**src/rtl/alu_pkg.sv**
```systemverilog
// Shared definitions for the shared-ALU controller: ALU control codes,
// controller FSM encoding and the operand width of the MIPS datapath.
package alu_pkg;

  localparam int DATA_W = 32;
  localparam int CTRL_W = 4;

  localparam logic [CTRL_W-1:0] ALU_AND = 4'b0000;
  localparam logic [CTRL_W-1:0] ALU_OR  = 4'b0001;
  localparam logic [CTRL_W-1:0] ALU_ADD = 4'b0010;
  localparam logic [CTRL_W-1:0] ALU_SUB = 4'b0110;
  localparam logic [CTRL_W-1:0] ALU_SLT = 4'b0111;
  localparam logic [CTRL_W-1:0] ALU_NOR = 4'b1100;

  typedef enum logic [1:0] {
    S_IDLE = 2'd0,
    S_EXEC = 2'd1,
    S_RESP = 2'd2
  } state_t;

endpackage

```
**src/rtl/MIPS_ALU.sv**
```systemverilog
// Combinational 32-bit MIPS ALU. SLT is an unsigned compare; unknown
// control codes produce zero.
module MIPS_ALU
  import alu_pkg::*;
(
  input  logic [CTRL_W-1:0] alu_ctrl,
  input  logic [DATA_W-1:0] a,
  input  logic [DATA_W-1:0] b,
  output logic [DATA_W-1:0] result,
  output logic              zero
);

  always_comb begin
    result = '0;
    case (alu_ctrl)
      ALU_AND: result = a & b;
      ALU_OR:  result = a | b;
      ALU_ADD: result = a + b;
      ALU_SUB: result = a - b;
      ALU_SLT: result = {{(DATA_W-1){1'b0}}, (a < b)};
      ALU_NOR: result = ~(a | b);
      default: result = '0;
    endcase
  end

  assign zero = (result == '0);

endmodule

```
**src/rtl/rr_arbiter.sv**
```systemverilog
// Combinational round-robin arbiter: grants the first asserted request at or
// after ptr, wrapping around, and reports both one-hot and index forms.
module rr_arbiter #(
  parameter int NUM_REQ = 2,
  parameter int ID_W    = 1
) (
  input  logic [NUM_REQ-1:0] req,
  input  logic [ID_W-1:0]    ptr,
  output logic [NUM_REQ-1:0] gnt,
  output logic [ID_W-1:0]    gnt_idx,
  output logic               any
);

  logic [ID_W-1:0] sel;

  always_comb begin
    gnt     = '0;
    gnt_idx = '0;
    any     = 1'b0;
    sel     = '0;
    for (int k = 0; k < NUM_REQ; k++) begin
      sel = ID_W'((int'(ptr) + k) % NUM_REQ);
      if (!any && req[sel]) begin
        any      = 1'b1;
        gnt[sel] = 1'b1;
        gnt_idx  = sel;
      end
    end
  end

endmodule

```
**src/rtl/alu_share_ctrl.sv**
```systemverilog
// Shares one MIPS ALU between NUM_REQ requesters: round-robin accept, one
// execute cycle, then a held response. Define ALU_OVF_EN to add rsp_ovf.
module alu_share_ctrl
  import alu_pkg::*;
#(
  parameter int NUM_REQ = 2,
  parameter int ID_W    = 1
) (
  input  logic                   clk,
  input  logic                   reset,
  input  logic [NUM_REQ-1:0]     req_valid,
  output logic [NUM_REQ-1:0]     req_ready,
  input  logic [NUM_REQ*32-1:0]  req_a,
  input  logic [NUM_REQ*32-1:0]  req_b,
  input  logic [NUM_REQ*4-1:0]   req_ctrl,
  output logic                   rsp_valid,
  input  logic                   rsp_ready,
  output logic [ID_W-1:0]        rsp_id,
  output logic [31:0]            rsp_result,
  output logic                   rsp_zero
`ifdef ALU_OVF_EN
  ,
  output logic                   rsp_ovf
`endif
);

`ifdef ALU_OVF_EN
  function automatic logic ovf_detect(input logic [CTRL_W-1:0] ctrl,
                                      input logic signed [DATA_W-1:0] a,
                                      input logic signed [DATA_W-1:0] b,
                                      input logic signed [DATA_W-1:0] r);
    logic ovf;
    ovf = 1'b0;
    if (ctrl == ALU_ADD)
      ovf = (a[DATA_W-1] == b[DATA_W-1]) && (r[DATA_W-1] != a[DATA_W-1]);
    else if (ctrl == ALU_SUB)
      ovf = (a[DATA_W-1] != b[DATA_W-1]) && (r[DATA_W-1] != a[DATA_W-1]);
    return ovf;
  endfunction
`endif

  state_t state, state_nxt;

  logic [ID_W-1:0]    rr_ptr;
  logic [NUM_REQ-1:0] gnt;
  logic [ID_W-1:0]    gnt_idx;
  logic               gnt_any;
  logic               accept;

  logic [DATA_W-1:0]  a_arr    [NUM_REQ];
  logic [DATA_W-1:0]  b_arr    [NUM_REQ];
  logic [CTRL_W-1:0]  ctrl_arr [NUM_REQ];

  logic [DATA_W-1:0]  a_p0;
  logic [DATA_W-1:0]  b_p0;
  logic [CTRL_W-1:0]  ctrl_p0;
  logic [ID_W-1:0]    id_p0;

  logic [DATA_W-1:0]  alu_result;
  logic               alu_zero;
  logic [DATA_W-1:0]  result_p1;
  logic               zero_p1;
`ifdef ALU_OVF_EN
  logic               ovf_p1;
`endif

  for (genvar i = 0; i < NUM_REQ; i++) begin : g_unpack
    assign a_arr[i]    = req_a[i*32 +: 32];
    assign b_arr[i]    = req_b[i*32 +: 32];
    assign ctrl_arr[i] = req_ctrl[i*4 +: 4];
  end

  rr_arbiter #(
    .NUM_REQ (NUM_REQ),
    .ID_W    (ID_W)
  ) u_arb (
    .req     (req_valid),
    .ptr     (rr_ptr),
    .gnt     (gnt),
    .gnt_idx (gnt_idx),
    .any     (gnt_any)
  );

  // Control: accept only in IDLE; reset also masks the combinational strobe
  always_comb begin
    state_nxt = state;
    req_ready = '0;
    accept    = 1'b0;
    case (state)
      S_IDLE: begin
        if (gnt_any && !reset) begin
          req_ready = gnt;
          accept    = 1'b1;
          state_nxt = S_EXEC;
        end
      end
      S_EXEC:  state_nxt = S_RESP;
      S_RESP:  if (rsp_ready) state_nxt = S_IDLE;
      default: state_nxt = S_IDLE;
    endcase
  end

  always_ff @(posedge clk or posedge reset) begin
    if (reset) begin
      state  <= S_IDLE;
      rr_ptr <= '0;
      id_p0  <= '0;
    end else begin
      state <= state_nxt;
      if (accept) begin
        rr_ptr <= (gnt_idx == ID_W'(NUM_REQ-1)) ? '0 : gnt_idx + ID_W'(1);
        id_p0  <= gnt_idx;
      end
    end
  end

  // Stage p0: operands captured at accept
  always_ff @(posedge clk) begin
    if (accept) begin
      a_p0    <= a_arr[gnt_idx];
      b_p0    <= b_arr[gnt_idx];
      ctrl_p0 <= ctrl_arr[gnt_idx];
    end
  end

  MIPS_ALU u_alu (
    .alu_ctrl (ctrl_p0),
    .a        (a_p0),
    .b        (b_p0),
    .result   (alu_result),
    .zero     (alu_zero)
  );

  // Stage p1: result register, written in EXEC and held through RESP
  always_ff @(posedge clk or posedge reset) begin
    if (reset) begin
      result_p1 <= '0;
      zero_p1   <= 1'b0;
`ifdef ALU_OVF_EN
      ovf_p1    <= 1'b0;
`endif
    end else if (state == S_EXEC) begin
      result_p1 <= alu_result;
      zero_p1   <= alu_zero;
`ifdef ALU_OVF_EN
      ovf_p1    <= ovf_detect(ctrl_p0, a_p0, b_p0, alu_result);
`endif
    end
  end

  assign rsp_valid  = (state == S_RESP);
  assign rsp_id     = id_p0;
  assign rsp_result = result_p1;
  assign rsp_zero   = zero_p1;
`ifdef ALU_OVF_EN
  assign rsp_ovf    = ovf_p1;
`endif

endmodule
```
**config.mk**
```make
export PLATFORM = sky130hd
export DESIGN_NAME = alu_share_ctrl
export DESIGN_NICKNAME = d
export VERILOG_FILES = /design/src/rtl/alu_pkg.sv /design/src/rtl/MIPS_ALU.sv /design/src/rtl/rr_arbiter.sv /design/src/rtl/alu_share_ctrl.sv
export SDC_FILE = /design/constraint.sdc
export NUM_CORES = 1
export LEC_CHECK = 0
export CORE_ASPECT_RATIO = 0.6
export CORE_MARGIN = 5
export CORE_UTILIZATION = 46
export DETAILED_ROUTE_END_ITERATION = 10
export GPL_TIMING_DRIVEN = 0
export PLACE_DENSITY = 0.79
export SYNTH_ARGS = -nofsm -noshare
export SYNTH_HDL_FRONTEND = slang
export SYNTH_HIERARCHICAL = 1
export SYNTH_SLANG_ARGS = --single-unit
```
**constraint.sdc**
```tcl
create_clock -name clk -period 4.3 [get_ports clk]
set_input_delay 0.645 -clock clk [delete_from_list [all_inputs] [get_ports clk]]
set_output_delay 0.645 -clock clk [all_outputs]
set_load 0.02 [all_outputs]
```
==> results of run 1 <==
## area by class of cell
cell class,instances,area (sq um),area share [%]
Multi-Input combinational cell,842,6610,51.8
Timing Repair Buffer,187,1870,14.6
Clock buffer,10,229,1.79
Buffer,65,333,2.61
Tap cell,286,358,2.80
Clock inverter,6,42.5,0.333
Sequential cell,105,2970,23.3
Inverter,96,360,2.82
## layout by cell type, fill, tap and decap left out, drive strengths merged, types with 5 or more instances in the layout
cell type / count
a22oi: 30
inv: 98
a21o: 21
o21bai: 8
a221oi: 10
nor2: 78
o221ai: 7
nor3: 23
nor2b: 12
clkbuf: 54
nand2: 68
a221o: 10
dfrtp: 37
o21a: 5
mux2: 103
ha: 101
nand4: 7
mux2i: 7
and2: 16
edfxtp: 68
a21oi: 61
o21ai: 46
o22a: 9
nand3: 27
o311ai: 6
buf: 31
a21boi: 6
nand2b: 11
o22ai: 21
and3: 7
or2: 8
a211oi: 16
o211ai: 15
o31ai: 6
a22o: 6
a31oi: 13
nor4: 7
clkdlybuf4s50: 177
## metal layers
| layer | part of all wire (%) | GRT usage, % | routed length [microns] | vias up |
|---|---|---|---|---|
| met1 | 48 | 45.8 | 18300 | 4719 |
| met2 | 35 | 35.1 | 13400 | 634 |
| met4 | 1.1 | 4.46 | 417 | 2 |
| li1 | - | - | - | 4520 |
| met5 | 0.052 | 0 | 20 | - |
| met3 | 16 | 14.9 | 6100 | 39 |
## worst register-to-register path, cell delays in order (launching register included)
cell and delay (ps):
edfxtp_1 380, inv_1 80, ha_1 230, fa_2 370, nor2_2 170, o311ai_2 160
a211o_1 410, a311o_1 390, a31oi_4 230, a21oi_1 120, o22a_2 270, a221o_1 360
a22o_1 230, or4_1 490, nor2_1 130, mux2_4 150
## logic make-up after synthesis
kind of cell               count (synthesis)  synth area share [%]
DFF                                      105                  29.2
xor gates and xnor gates                   5                 0.431
adders and majority gates                103                  12.8
and+or+nand+nor                          290                  14.3
muxes                                    110                  13.2
AOI/OAI and AO/OA                        334                  23.3
buffers and inverters                    161                  6.69
## flip-flops by register name, indices dropped and copies added (netlist names)
| register | flops |
|---|---|
| rsp_result | 32 |
| rsp_zero | 1 |
| rsp_id | 1 |
| state | 2 |
| b_p0 | 32 |
| ctrl_p0 | 4 |
| rr_ptr | 1 |
| a_p0 | 32 |
## report_power, final
| group | switching [mW] | total (mW) | internal [mW] |
|---|---|---|---|
| clock | 0.398 | 0.793 | 0.395 |
| combinational | 1.77 | 3.08 | 1.32 |
| sequential | 0.169 | 1.52 | 1.35 |
## repair_timing
item                                    4_1_cts  5_1_grt
endpoints found under the setup margin        1        2
pin swaps                                     6        3
buffers inserted                              2        3
resized for setup                            10       29
hold buffers                                  0        0
## per-stage QoR
stage          hold WS, ps  setup TNS [ps]
2_1_floorplan          492               0
3_3_place_gp           493          -61180
3_5_place_dp           496            -334
4_1_cts                512               0
5_1_grt                530           -19.3
6_report               510               0
## path summary, 6_finish.rpt
path,from,end
worst max-delay path,a_p0[0]$_DFFE_PP_,rsp_zero$_DFFE_PP0N_
worst min-delay path,rsp_result[10]$_DFFE_PP0N_,rsp_result[10]$_DFFE_PP0N_
worst max register to register,a_p0[0]$_DFFE_PP_,rsp_zero$_DFFE_PP0N_
worst min register to register,rsp_result[10]$_DFFE_PP0N_,rsp_result[10]$_DFFE_PP0N_
max in group asynchronous,reset,rsp_result[5]$_DFFE_PP0N_
min in group asynchronous,reset,rsp_result[27]$_DFFE_PP0N_
==> run summary, run 1 <==
Synth Area per Inst - 9.16 sq um
Setup violations, final - 0
CP Capture Type - register
CP max-delay cell - or4_1
Pwr Density - 423 mW/mm^2
crit-path max FO - 4
Max Cap Viol - 0
Final Util - 58.4%
largest net degree at the start of global routing - 38
Worst-path clk slew - 70 ps
design area - 0.0128 sq mm
Post-synth top cells - ha_1 (101), inv_1 (96), nor2_1 (78)
Final period util - 98.2%
H-tree Lvls - 3
CP max stage delay - 490 ps
Yosys top cell area share - 20.1%
Cell Area, Placed - 0.0123 sq mm
initial antenna violation count - 1
Synthesized Nets - 1352
flop2flop setup slack - 80 ps
hpwl dp - 30900 microns
Area Growth Syn to Fin - 25.7%
cell family with most CP delay - compound AO/OA/AOI/OAI gates
Clock Skew - 6.82 ps
synth top area cells - edfxtp_1 (20%), ha_1 (12%), dfrtp_1 (9.1%)
Filler Cell Count - 1924
PnR Total Power - 5.40 mW
top_reg_cell synth - edfxtp_1
RePlAce Congestion - 0.996
Final Non-Filler Cells - 1597
Max VDD drop - 0.000204 V
YS warnings - 6
max-slew violation count - 0
Pre-antenna DRT Iters - 8
CP Depth - 15
Die X - 202 microns
die area - 0.0252 sq mm
CP arrival - 4530 ps
Post-synth EDFFs - 68
Die Y - 125 microns
worst hold path depth - 1
cts bufs inserted - 9
DRC - 0
status - finished, final reports clean
Worst Hold Class - register to register
ant diodes - 0
R2R depth - 15
num ports - 178
Max-slew headroom - 27.1%
vias - 9914
worst-path cell chain - inv_1, ha_1, fa_2, nor2_2, o311ai_2, a211o_1, a311o_1, a31oi_4, a21oi_1, o22a_2, a221o_1, a22o_1, or4_1, nor2_1, mux2_4
Max Root-Sink Buffers - 2
Hold Vio Cnt, Final - 0
clock sinks - 105
Async SR Flop Fraction - 35.2%
CP Launch Type - register
Max Clk Rate - 0.237 GHz
crit path kind - register to register
CTS tree - done
worst path bufs/invs - 1
area leader, netlist - edfxtp_1
number of synthesized register bits - 105
CP required - 4610 ps
# rows - 42
Post-Syn Area - 0.0101 sq mm
gr usage total - 29.2%
Wirelength per Cell - 23.9 microns
CTS root buf - clkbuf_16
Placeable Area - 0.0219 sq mm
leak pwr - 5.36 nW
final WL - 38200 microns
Seq/Total Area, Yosys - 29.2%
Final nets - 1550
worst setup margin - 79.4 ps
share of cells above drive strength 1 - 14.8%
Post-DRT Antenna Nets - 0
cells after synthesis - 1108
post-route minimum period - 4220 ps
vias in the first global route - 9240
library cells used by synthesis - 83
post-place setup slack - -334 ps
Starting Density - 46.4%
Overflow after GRT - 0
first-pass GRT wire length - 56700 microns
drt first-iter violations - 1381
most common cell in the netlist - ha_1
placed insts - 1576
slew at the pin with the worst max-slew slack - 1090 ps
I/O Buffers - 177
DR vias/cell - 6.21
clock latency on the worst-skew pair - 370 ps
(Power assumes the default switching activity.)
==> run 2, diff against run 1 <==
- PLACE_DENSITY: 0.79 -> 0.82
- clock period: 4.3 -> 3.48 ns (I/O delays scaled with it)
==> run 2 against run 1 <==
Net effect: register-to-register slack got worse by 580 ps; the run now ends with setup timing left; combinational power up 28%; sequential power up 24%; critical path depth fell by 1; highest routed layer unchanged; utilization increased by 1.3 points; flip-flop and latch count stayed put; non-clock buffer count up 5; clock skew increased by 5.4 ps; final area up 2.2%; largest power group unchanged; via count is 1.3% higher.
==> run summary, run 2 (synthesis gave the netlist of run 1 again) <==
Starting Density - 46.4% (unchanged)
Die Y - 125 microns (unchanged)
CP required - 3790 ps (-820 ps)
Final period util - 114% (+16 points)
Hold Vio Cnt, Final - 0 (unchanged)
num ports - 178 (unchanged)
Pre-antenna DRT Iters - 6 (-2)
I/O Buffers - 177 (unchanged)
failing checks - setup timing
initial antenna violation count - 0 (-1)
drt first-iter violations - 1281 (-7.2%)
most frequent cells in the layout - clkdlybuf4s50_1 (177), ha_1 (98), inv_1 (93), nor2_1 (76), mux2_2 (74)
Worst-path clk slew - 70 ps (about the same)
Die X - 202 microns (unchanged)
unrepaired setup endpoints after global routing - true
Final Util - 59.7% (+1.3 points)
DRC - 0 (unchanged)
Placeable Area - 0.0219 sq mm (unchanged)
Max Clk Rate - 0.251 GHz (+6.1%)
Max Cap Viol - 0 (unchanged)
Worst Hold Class - register to register
crit-path max FO - 3 (-1)
largest net degree at the start of global routing - 38 (unchanged)
most common cell after layout, fill and taps aside - clkdlybuf4s50_1
share of cells above drive strength 1 - 19.3% (+4.5 points)
first-pass GRT wire length - 57700 microns (+1.7%)
Wirelength per Cell - 24.3 microns (+1.4%)
Post-DRT Antenna Nets - 0 (unchanged)
cts-stage hold buffer count - 0 (unchanged)
Setup violations, final - 3 (+3)
CP arrival - 4290 ps (-240 ps)
Area Growth Syn to Fin - 28.5%
# rows - 42 (unchanged)
slew at the pin with the worst max-slew slack - 1070 ps (-21.4 ps)
ant diodes - 0 (unchanged)
CTS tree - done
clock latency on the worst-skew pair - 380 ps (about the same)
die area - 0.0252 sq mm (unchanged)
leak pwr - 5.46 nW (+1.7%)
Final Non-Filler Cells - 1602 (+0.31%)
H-tree Lvls - 3 (unchanged)
crit path kind - register to register
Pwr Density - 524 mW/mm^2 (+24%)
Max VDD drop - 0.000262 V (+29%)
worst setup margin - -498 ps (-577 ps)
DR vias/cell - 6.27 (+0.95%)
Hold WS - 517 ps (+7.59 ps)
post-route minimum period - 3980 ps (-243 ps)
status - finished with violations
PnR Total Power - 6.83 mW (+26%)
Max Root-Sink Buffers - 2 (unchanged)
CP Launch Type - register
Max-slew headroom - 28.5% (+1.4 points)
cts bufs inserted - 9 (unchanged)
CTS root buf - clkbuf_16
final WL - 38900 microns (+1.7%)
post-place setup slack - -1140 ps (-808 ps)
gr usage total - 29.8% (+0.62 points)
RePlAce Congestion - 1.02 (+2.6%)
clock sinks - 105 (unchanged)
max-slew violation count - 0 (unchanged)
hpwl dp - 30900 microns (about the same)
vias in the first global route - 9517 (+3.0%)
Overflow after GRT - 0 (unchanged)
Clock Skew - 12.3 ps (+5.44 ps)
CP Capture Type - register
vias - 10.0k (+1.3%)
placed insts - 1575 (-0.063%)
Final nets - 1555 (+0.32%)
[run 2: per-stage QoR]
step / TNS, ps / cell area [sq um]
after floorplan: -1020 / 10200
after global placement: -115180 / 12300
after detailed placement: -6840 / 12300
after CTS: -976 / 12900
after global routing: -1210 / 13000
final: -861 / 13000
[run 2: final timing paths]
kind / start / endpoint / slack [ps] / depth (start not counted)
hold reg to reg: rsp_id$_DFFE_PP0P_ / rsp_id$_DFFE_PP0P_ / 520 / 1
hold / removal: rsp_id$_DFFE_PP0P_ / rsp_id$_DFFE_PP0P_ / 520 / 1
max in group asynchronous: reset / rsp_result[30]$_DFFE_PP0N_ / 2240 / 2
setup / recovery: b_p0[0]$_DFFE_PP_ / rsp_zero$_DFFE_PP0N_ / -500 / 14
setup reg to reg: b_p0[0]$_DFFE_PP_ / rsp_zero$_DFFE_PP0N_ / -500 / 14
min in group asynchronous: reset / rsp_result[12]$_DFFE_PP0N_ / 750 / 2
[run 2: layer usage]
layer | GRT usage (%) | vias up | share of wire [%]
met2 | 36.9 | 676 | 35
met4 | 5.78 | 2 | 1.4
met5 | 2.44 | - | 0.21
met3 | 15.6 | 45 | 15
li1 | - | 4539 | -
met1 | 45.1 | 4778 | 48
[run 2: power breakdown]
part / leakage (nW) / switching, mW / internal, mW
clock network: 0.127 / 0.499 / 0.488
logic: 4.22 / 2.25 / 1.70
registers: 1.11 / 0.217 / 1.67
[run 2: critical path, cell delays in order (launching register included)]
cell and delay [ps]:
edfxtp_1 450, ha_4 200, fa_2 370, nor2_4 170, o311ai_4 140, a211o_1 340, a311o_2 410, a31oi_4 200
a21oi_2 90, o22a_2 290, a221o_1 330, a22o_1 200, or4_1 480, nor2_1 110, mux2_4 140
[run 2: what timing repair did]
| action | 4_1_cts | 5_1_grt |
|---|---|---|
| pin swaps | 19 | 10 |
| setup endpoints to repair | 17 | 15 |
| setup buffers | 13 | 4 |
| resized for setup | 51 | 55 |
[run 2: final cells by class]
| cell class | count | area (sq um) |
|---|---|---|
| well taps | 286 | 358 |
| fillers | 1908 | 8820 |
| clock buffers | 10 | 229 |
| multi-input cells | 842 | 6820 |
| repair buffers | 197 | 1940 |
| clock inverters | 6 | 42.5 |
| inverters | 96 | 360 |
| plain buffers | 60 | 332 |
| flip-flops and latches | 105 | 2970 |
==> run 3, diff against run 2 <==
- CTS_BUF_LIST: unset -> sky130_fd_sc_hd__clkbuf_16
==> run 3 against run 2 <==
Net effect: the run still ends with setup timing left; critical path depth unchanged; fmax increased by 0.26%; clock-buffer cell count down 1; hold slack about the same; sequential share of layout area unchanged; critical path type unchanged; die area unchanged; largest power group unchanged; clock power shrank 0.4%; final area stayed put; sequential power hardly changed; global-route usage unchanged; routed wire length hardly changed; utilization unchanged.
==> run summary, run 3 (synthesis gave the netlist of run 1 again) <==
status - finished with violations
failing checks - setup timing
R2R depth - 14 (unchanged)
Clock power frac - 14.4% (about the same)
Wirelength per Cell - 24.3 microns (about the same)
clock latency on the worst-skew pair - 380 ps (about the same)
final WL - 38900 microns (about the same)
num ports - 178 (unchanged)
worst hold path depth - 1 (unchanged)
crit path kind - register to register
Pre-antenna DRT Iters - 6 (unchanged)
Overflow after GRT - 0 (unchanged)
gr usage total - 29.8% (unchanged)
Max-slew headroom - 26.0% (-2.5 points)
unrepaired setup endpoints after global routing - true
CP arrival - 4280 ps (about the same)
worst setup margin - -487 ps (+10.3 ps)
Max Root-Sink Buffers - 2 (unchanged)
vias - 9991 (-0.49%)
Placeable Area - 0.0219 sq mm (unchanged)
reg-to-reg critical path endpoint - rsp_zero$_DFFE_PP0N_
worst-path cell chain - ha_4, fa_2, nor2_4, o311ai_4, a211o_1, a311o_2, a31oi_4, a21oi_2, o22a_2, a221o_1, a22o_1, or4_1, nor2_1, mux2_4
Seq pwr share - 27.7% (about the same)
CTS tree - done
CP max stage delay - 480 ps (about the same)
leak pwr - 5.46 nW (about the same)
Starting Density - 46.4% (unchanged)
Setup violations, final - 3 (unchanged)
Max VDD drop - 0.000262 V (about the same)
RePlAce Congestion - 1.02 (unchanged)
hold path endpoint - rsp_id$_DFFE_PP0P_
Hold Vio Cnt, Final - 0 (unchanged)
Pwr Density - 523 mW/mm^2 (about the same)
Cell Area, Placed - 0.0123 sq mm (unchanged)
hpwl dp - 30900 microns (unchanged)
part of the power in combinational logic - 57.9% (about the same)
switch share - 43.5% (about the same)
Final period util - 114% (-0.30 points)
Worst Hold Class - register to register
Area Growth Syn to Fin - 28.5% (unchanged)
CP required - 3790 ps (about the same)
DRC - 0 (unchanged)
first-pass GRT wire length - 57700 microns (about the same)
CP Launch Type - register
post-route minimum period - 3970 ps (-10.3 ps)
crit-path max FO - 3 (unchanged)
slew at the pin with the worst max-slew slack - 1110 ps (+37.1 ps)
share of cells above drive strength 1 - 19.3% (unchanged)
Filler Cell Count - 1908 (unchanged)
initial antenna violation count - 0 (unchanged)
H-tree Lvls - 3 (unchanged)
Hold WS - 517 ps (-0.00100 ps)
clock sinks - 105 (unchanged)
Clock Skew - 11.9 ps (-0.373 ps)
ant diodes - 0 (unchanged)
CTS root buf - clkbuf_16
RR Startpoint - b_p0[0]$_DFFE_PP_
most common cell after layout, fill and taps aside - clkdlybuf4s50_1
design area - 0.0130 sq mm (unchanged)
vias in the first global route - 9520 (+0.032%)
Max Clk Rate - 0.252 GHz (+0.26%)
CP max-delay cell - or4_1
die area - 0.0252 sq mm (unchanged)
Max Cap Viol - 0 (unchanged)
Die Y - 125 microns (unchanged)
Post-DRT Antenna Nets - 0 (unchanged)
largest net degree at the start of global routing - 38 (unchanged)
max-slew violation count - 0 (unchanged)
drt first-iter violations - 1318 (+2.9%)
Die X - 202 microns (unchanged)
flop2flop setup slack - -490 ps (about the same)
CP Capture Type - register
I/O Buffers - 177 (unchanged)
most frequent cells in the layout - clkdlybuf4s50_1 (177), ha_1 (98), inv_1 (94), nor2_1 (76), mux2_2 (74)
switching power - 2.97 mW (about the same)
hold_sp - rsp_id$_DFFE_PP0P_
Internal Power - 3.86 mW (about the same)
# rows - 42 (unchanged)
DR vias/cell - 6.24 (-0.49%)
Worst-path clk slew - 70 ps (about the same)
Final nets - 1555 (unchanged)
cts bufs inserted - 9 (unchanged)
-- run 3: cell types whose count changed in the layout (fill, tap and decap cells not counted), sizes merged --
| cell | delta |
|---|---|
| clkbuf | -1 |
| inv | +1 |
-- run 3: layout make-up --
type	count	area (sq um)	area share, %
flip-flops and latches	105	2970	22.8
plain buffers	60	332	2.54
clock inverters	7	46.3	0.355
inverters	96	360	2.76
clock buffers	9	225	1.73
multi-input cells	842	6820	52.3
repair buffers	197	1940	14.9
well taps	286	358	2.74
-- run 3: critical path: cells and delay by family (launching register included) --
kind | cells | cell delay, ps
compound gates | 8 | 1980
fa+ha+maj | 2 | 570
flops | 1 | 450
mux | 1 | 140
simple gates | 3 | 760
-- run 3: through the flow --
step	setup TNS (ps)	cells	util (%)	worst slack [ps]	total power [mW]
after floorplan	-1020	1108	-	-407	4.12
after CTS	-977	1602	58.8	-560	6.62
after global placement	-115180	1571	56.2	-2470	5.44
after detailed placement	-6840	1575	56.4	-1140	5.50
final	-849	1602	59.7	-487	6.82
after global routing	-1210	1602	59.7	-589	7.15
-- run 3: how the worst max path moves through the flow --
stage	startpoint	to	slack [ps]	depth (start not counted)
final	b_p0[0]$_DFFE_PP_	rsp_zero$_DFFE_PP0N_	-490	14
after global routing	b_p0[0]$_DFFE_PP_	rsp_zero$_DFFE_PP0N_	-590	14
after CTS	b_p0[0]$_DFFE_PP_	rsp_zero$_DFFE_PP0N_	-560	15
after detailed placement	ctrl_p0[2]$_DFFE_PP_	rsp_zero$_DFFE_PP0N_	-1140	14
after global placement	req_valid[0]	req_ready[0]	-2470	5
after floorplan	req_valid[1]	req_ready[0]	-410	3
-- run 3: power by group through the flow --
stage / combinational (mW) / sequential, mW / clock (mW)
global placement: 3.54 / 1.90 / 0
finish: 3.95 / 1.89 / 0.983
global route: 4.17 / 1.92 / 1.07
CTS: 3.73 / 1.88 / 1.00
floorplan: 2.05 / 2.07 / 0
detailed placement: 3.59 / 1.91 / 0
-- run 3: layer usage --
metal | share of wire, % | up-vias | track usage [%]
met1 | 47 | 4749 | 45.1
met2 | 36 | 656 | 36.9
met4 | 1.4 | 2 | 5.78
met3 | 15 | 51 | 15.6
met5 | 0.21 | - | 2.44
li1 | - | 4533 | -
-- run 3: what timing repair did --
item | in CTS | in global routing
setup buffers | 13 | 4
endpoints found under the setup margin | 17 | 15
resized for setup | 51 | 55
hold buffers | 0 | 0
pin swaps | 19 | 10
